File: src/rtl/if_pkg.sv
// Shared types and constants for the MIPS32 instruction-fetch stage.
package if_pkg;

    localparam int PC_W_DEF    = 8;
    localparam int INSTR_W_DEF = 32;

    typedef logic [PC_W_DEF-1:0]    pc_t;
    typedef logic [INSTR_W_DEF-1:0] instr_t;

    // sll $0,$0,0 encodes as all zeros; used as the pipeline bubble.
    localparam instr_t NOP = 32'h0000_0000;

    typedef struct packed {
        instr_t instr;
        pc_t    pc;
        logic   valid;
    } ifid_t;

endpackage

File: src/rtl/if_pc_gen.sv
// Program counter register with next-PC selection: redirect, hold or increment.
module if_pc_gen #(
    parameter int              PC_W     = 8,
    parameter logic [PC_W-1:0] RESET_PC = '0,
    parameter int              PC_STEP  = 1
) (
    input  logic            clk,
    input  logic            rst_n,
    input  logic            stall_i,
    input  logic            redirect_i,
    input  logic [PC_W-1:0] redirect_pc_i,
    output logic [PC_W-1:0] pc_o
);

    logic [PC_W-1:0] pc_q;
    logic [PC_W-1:0] pc_next;

    // Redirect outranks stall so a taken branch is never lost behind a hold.
    always_comb begin
        pc_next = pc_q + PC_W'(PC_STEP);
        if (redirect_i) begin
            pc_next = redirect_pc_i;
        end else if (stall_i) begin
            pc_next = pc_q;
        end
    end

    always_ff @(posedge clk or negedge rst_n) begin
        if (!rst_n) begin
            pc_q <= RESET_PC;
        end else begin
            pc_q <= pc_next;
        end
    end

    assign pc_o = pc_q;

endmodule

File: src/rtl/if_stage_pipe.sv
// Instruction-fetch stage: PC generation, IF/ID register and free-running cycle counter.
// Optional IF_TRACE_EN macro enables a simulation-only per-cycle fetch trace.
module if_stage_pipe
    import if_pkg::*;
#(
    parameter int              PC_W     = 8,
    parameter int              INSTR_W  = 32,
    parameter logic [PC_W-1:0] RESET_PC = '0,
    parameter int              PC_STEP  = 1,
    parameter int              CNT_W    = 8
) (
    input  logic               clk,
    input  logic               rst_n,
    input  logic               stall_i,
    input  logic               redirect_i,
    input  logic [PC_W-1:0]    redirect_pc_i,
    output logic [PC_W-1:0]    imem_addr_o,
    input  logic [INSTR_W-1:0] imem_rdata_i,
    output logic [INSTR_W-1:0] instr_o,
    output logic [PC_W-1:0]    pc_o,
    output logic               valid_o,
    output logic [CNT_W-1:0]   cycle_cnt_o
);

    typedef struct packed {
        logic [INSTR_W-1:0] instr;
        logic [PC_W-1:0]    pc;
        logic               valid;
    } ifid_reg_t;

    logic [PC_W-1:0]  pc;
    ifid_reg_t        ifid_q;
    logic [CNT_W-1:0] cycle_cnt_q;

    if_pc_gen #(
        .PC_W     (PC_W),
        .RESET_PC (RESET_PC),
        .PC_STEP  (PC_STEP)
    ) u_pc_gen (
        .clk           (clk),
        .rst_n         (rst_n),
        .stall_i       (stall_i),
        .redirect_i    (redirect_i),
        .redirect_pc_i (redirect_pc_i),
        .pc_o          (pc)
    );

    assign imem_addr_o = pc;

    // valid_o qualifies instr_o/pc_o; decode consumes on any edge with valid_o=1 and
    // stall_i=0, while stall_i=1 freezes the slot and redirect_i=1 replaces it with a bubble.
    always_ff @(posedge clk or negedge rst_n) begin
        if (!rst_n) begin
            ifid_q.instr <= INSTR_W'(NOP);
            ifid_q.pc    <= '0;
            ifid_q.valid <= 1'b0;
        end else if (redirect_i) begin
            ifid_q.instr <= INSTR_W'(NOP);
            ifid_q.pc    <= '0;
            ifid_q.valid <= 1'b0;
        end else if (!stall_i) begin
            ifid_q.instr <= imem_rdata_i;
            ifid_q.pc    <= pc;
            ifid_q.valid <= 1'b1;
        end
    end

    always_ff @(posedge clk or negedge rst_n) begin
        if (!rst_n) begin
            cycle_cnt_q <= '0;
        end else begin
            cycle_cnt_q <= cycle_cnt_q + 1'b1;
        end
    end

    assign instr_o     = ifid_q.instr;
    assign pc_o        = ifid_q.pc;
    assign valid_o     = ifid_q.valid;
    assign cycle_cnt_o = cycle_cnt_q;

`ifdef IF_TRACE_EN
    always @(posedge clk) begin
        if (rst_n) begin
            if (redirect_i) begin
                $display("[IF REDIRECT] pc=%h target=%h", pc, redirect_pc_i);
            end else if (stall_i) begin
                $display("[IF STALL] pc=%h", pc);
            end
            $display("pc=%h instr=%b cycle=%0d", pc, imem_rdata_i, cycle_cnt_q);
            $display("----------------------------------------");
        end
    end
`else
`endif

endmodule

File: config.mk
export PLATFORM = sky130hd
export DESIGN_NAME = if_stage_pipe
export DESIGN_NICKNAME = d
export VERILOG_FILES = /design/src/rtl/if_pkg.sv /design/src/rtl/if_pc_gen.sv /design/src/rtl/if_stage_pipe.sv
export SDC_FILE = /design/constraint.sdc
export NUM_CORES = 1
export LEC_CHECK = 0
export BUFFER_PORTS_ARGS = -buffer_cell sky130_fd_sc_hd__buf_2
export CAP_MARGIN = 15
export CORE_UTILIZATION = 30
export DETAILED_ROUTE_END_ITERATION = 12
export GPL_ROUTABILITY_DRIVEN = 0
export GPL_TIMING_DRIVEN = 0
export MAX_ROUTING_LAYER = met4
export PLACE_DENSITY = 0.55
export SKIP_LAST_GASP = 1
export SYNTH_ARGS = -nofsm -noshare
export SYNTH_HDL_FRONTEND = slang
export SYNTH_SLANG_ARGS = --single-unit
File: constraint.sdc
create_clock -name clk -period 1.53 [get_ports clk]
set_clock_uncertainty 0.15 [all_clocks]
set_input_delay 0.306 -clock clk [delete_from_list [all_inputs] [get_ports clk]]
set_output_delay 0.306 -clock clk [all_outputs]
set_load 0.02 [all_outputs]
# --- After elaboration in Yosys (flattened, before gate mapping) ---
# Index checks and enable logic that the tools add are counted.
op_classes:
  add_sub_neg: 2
  eq_ne: 1
  n_mux: 4
op_table:
  columns: ["op", "count"]
  rows:
  - ["2-to-1 mux 41 bit", 2]
  - ["adder 8 x 1 -> 8 bit (second input constant)", 2]
  - ["2-to-1 mux 8 bit", 2]
  - ["!= test 2 x 1 -> 1 bit (second input constant)", 1]
word_totals:
  reg_bits: 57
  input_bits: 44
  output_inout_bits: 57
  wordCells: 12

# --- Logic depth before layout (Yosys ltp) ---
depth:
  word_depth: 3
  depth_mapped: 4
  mapped_depth_nobuf: 4

# --- Modules after synthesis ---
# A second synthesis with hierarchy kept.
unflattened:
  cells_unflattened: 203
  area_unflattened_um2: 2416.1
by_module_without_submodules:
  columns: ["module", "n_inst", "cells_per_inst", "area_per_inst_um2", "seq_area_each_um2"]
  rows:
  - ["if_stage_pipe", 1, 157, 1971.9, 1226.2]
  - ["if_pc_gen", 1, 46, 444.2, 200.2]

# --- Worst setup path after synthesis ---
# OpenSTA, ideal clock, no wires.
synth_timing:
  path_kind: "reg2reg"
  start: "register u_pc_gen.pc_q[0] (netlist: u_pc_gen.pc_o[0])"
  end: "register u_pc_gen.pc_q[6] (netlist: u_pc_gen.pc_o[6])"
  setup_ps: 82
  t_arrival_ps: 1376
  required_time_ps: 1298
  setup_slack_ps: -78
  path_stages_with_launch: 5
  n_path_buf: 0
  synth_period_minus_slack_ps: 1608
  cell_sequence: "dfrtp_1 -> ha_1 -> nand4b_2 -> or3_1 -> a31oi_1"
synth_via:
  elab_chain_len: 3
synth_lines:
  columns: ["element", "line", "rtl"]
  rows:
  - ["start, declared", "if_pc_gen.sv:15", "logic [PC_W-1:0] pc_q;"]
  - ["start signal, assigned", "if_pc_gen.sv:32", "pc_q <= pc_next;"]
  - ["adder 8 x 1 -> 8 bit", "if_pc_gen.sv:20", "pc_next = pc_q + PC_W'(PC_STEP);"]
  - ["2-to-1 mux 8 bit", "if_pc_gen.sv:23", "end else if (stall_i) begin"]
  - ["2-to-1 mux 8 bit", "if_pc_gen.sv:21", "if (redirect_i) begin"]
# Every way passes these cells. The select of a mux whose other input is x is not followed.
# A chain may end at the register's enable or synchronous reset.

# --- Worst setup path after layout ---
layout_timing:
  start: "register u_pc_gen.pc_q[0] (netlist: u_pc_gen.pc_o[0])"
  end: "output imem_addr_o[0]"
layout_rtl:
  columns: ["element", "line", "rtl"]
  rows:
  - ["end, declared", "if_stage_pipe.sv:17", "output logic [PC_W-1:0] imem_addr_o,"]
# No word-level cell between the ends.

==> results.ini <==
[clock_network]
cts_max_level=3
clkTransAtPathRegs_ns=0.07
clock_latency_ns=0.33
cts_buffers=9
cts_tree=yes
cts-root-buf=clkbuf_8
clock-sinks=57
cts_buffer_depth=2

[timing]
fin_crit_sh_pct=97.3
setup_viol=0
finalHoldViolCount=0
tightest_slew_ns=0.679
slew-limit-headroom_pct=54.7
slew_viol_final=0
period_needed_ns=1.49
rsz0062_at_grt=yes
timing.fmax_mhz=672

[layout]
nets=366
final_common_cell=buf_2
utilization_pct=42.2
syn_to_final_growth_pct=36.3
most-common-layout-cells=buf_2 (105), dfrtp_1 (53), mux2i_1 (41), nor2_1 (41), clkbuf_8 (11)
drive_gt1_share_pct=40.4

[logic_synthesis]
syn-mean-instance-area_sq_um=11.8
synth-seq-cells=57
syn_area_sq_um=2390
ys_seq_area_share_pct=59.6
syn-instance-count=203
synth_fp_nets=249
ys_types=23
yosysWarningCount=0

[critical_path]
regToRegStartpoint=u_pc_gen.pc_o[1]
r2r_slack_ns=0.07
cp.required_ns=1.07
r2r_end=u_pc_gen.pc_o[6]
crit_type=reg -> out
end_kind=output pin
start_kind=flop
crit_arrival_ns=1.03
critical_path.max_fanout=3
reg2reg_depth=4

[pwr]
p_leak_nw=1.80
swShare_pct=27.9
clockPowerShare_pct=35.9
total_power_mw=3.45
p_int_mw=2.49
p_comb_share_pct=15.8
powerDensity_nw_per_um2=1060
power_switching_mw=0.960
ir_drop_mv=0.500
p_seq_share_pct=48.3

[routing]
routedWlPerCell_um=12.7
viasPerCell=4.40
dr.pass1.iters=4
drc=0
vias=1878
drt-total-wl_mm=5.41
drtAntennaViolNets=0
drtIter0Drc=54

[worst_hold_path]
min_path_cells=3
worstHoldPathType=in -> reg
worstHoldStart=redirect_pc_i[0]
hold_end=u_pc_gen.pc_o[0]

[placement]
hpwlAfterDp_mm=3.88
numPortBuffers=100

[floorplanning]
start_util_pct=31.0
coreArea_sq_um=7730
boundaryPins=101
die_area_sq_um=8340
floorplan.rows=32
die_height_um=91.3
dieWidth_um=91.3

[global_routing]
grt_antenna_before_repair=1
grt_first_pass_wirelength_mm=8.93
grt_max_degree=30
grt_pass1_vias=1841
grt_overflow_total=0
grt_usage_pct=14.4

[flow_run]
cap_violations=0

[status]
status=finished clean

## how the worst max path moves through the flow
stage / startpoint / to / slack [ns] / cells after the start
3_3_place_gp: rst_n / u_pc_gen.pc_o[0] / -0.22 / 1
2_1_floorplan: u_pc_gen.pc_o[0] / u_pc_gen.pc_o[6] / 0.02 / 4
4_1_cts: u_pc_gen.pc_o[2] / imem_addr_o[2] / 0.02 / 1
5_1_grt: u_pc_gen.pc_o[0] / u_pc_gen.pc_o[6] / -0.009 / 4
6_report: u_pc_gen.pc_o[0] / imem_addr_o[0] / 0.04 / 2
3_5_place_dp: u_pc_gen.pc_o[0] / u_pc_gen.pc_o[6] / -0.02 / 4
## power groups by stage
stage | clock network [mW] | registers, mW | logic, mW
CTS | 1.30 | 1.66 | 0.553
finish | 1.24 | 1.66 | 0.545
detailed placement | 0 | 1.70 | 0.528
global placement | 0 | 1.70 | 0.513
floorplan | 0 | 1.80 | 0.190
global route | 1.36 | 1.68 | 0.600
## final cells by class
class                   count  area (sq um)
multi-input cells         132           892
clock buffers              12           155
fillers                   781          4470
repair buffers            106           561
clock inverters             3          17.5
diodes                      1          2.50
well taps                 102           128
flip-flops and latches     57          1430
plain buffers              11          62.6
inverters                   3          11.3
## cell usage after synthesis
library cell | n | share of area [%]
buf_2 | 5 | 1.0
buf_6 | 2 | 0.94
nand2_1 | 9 | 1.4
nand3_1 | 6 | 1.3
mux2i_1 | 41 | 17
inv_1 | 3 | 0.47
nand4_1 | 1 | 0.26
a21oi_1 | 1 | 0.21
a31oi_1 | 1 | 0.26
nand4b_1 | 3 | 1.1
buf_1 | 1 | 0.16
or3_1 | 1 | 0.26
xor2_1 | 5 | 1.8
nor2b_1 | 3 | 0.78
ha_1 | 2 | 1.0
xnor2_1 | 5 | 1.8
nand4b_2 | 1 | 0.63
or4_1 | 2 | 0.63
clkbuf_1 | 3 | 0.47
and3_1 | 2 | 0.52
o21ai_0 | 8 | 1.7
dfrtp_1 | 57 | 60
nor2_1 | 41 | 6.4
## routing by layer
layer | GRT usage, % | wire length (um)
met4 | 7.14 | 58
met1 | 18.0 | 2610
met2 | 21.7 | 2440
met5 | - | 0
met3 | 3.35 | 305
## logic make-up (layout without fill, tap and decap cells)
family                     count (synthesis)  count (layout)  synth area share (%)
buffers and inverters                     14             135                  3.09
other                                      0               1                     0
muxes                                     41              41                  17.2
AOI/OAI and AO/OA                         10              10                  2.14
and+or+nand+nor                           69              69                  13.3
adders and majority gates                  2               2                  1.05
DFF                                       57              57                  59.6
xor gates and xnor gates                  10              10                  3.66
## registers in the layout, indices dropped and copies added, names as in the netlist
| name | cells |
|---|---|
| pc_o | 8 |
| u_pc_gen.pc_o | 8 |
| cycle_cnt_o | 8 |
| instr_o | 32 |
| valid_o | 1 |
## worst max-delay path, cell delays in order (launching register included)
cell	delay, ns
dfrtp_2	0.41
buf_4	0.14
buf_2	0.15
## repair_timing
action	in CTS	in global routing
endpoints found under the hold margin	28	0
hold buffers	1	0
setup endpoints to repair	1	3
gates cloned	0	0
resized for setup	0	2
setup buffers	3	1
## stage by stage
step	hold WS (ns)	setup TNS [ns]	setup WS (ns)	area, sq um	std cells
after detailed placement	0.240	-0.0250	-0.0250	3040	406
after floorplan	-0.140	0	0.0192	2390	203
final	0.0299	0	0.0409	3260	427
after CTS	0.0163	0	0.0235	3250	425
after global routing	0.0266	-0.00927	-0.00927	3260	427
after global placement	0.307	-7.00	-0.221	3020	405
Power figures use the tool's default switching activity.
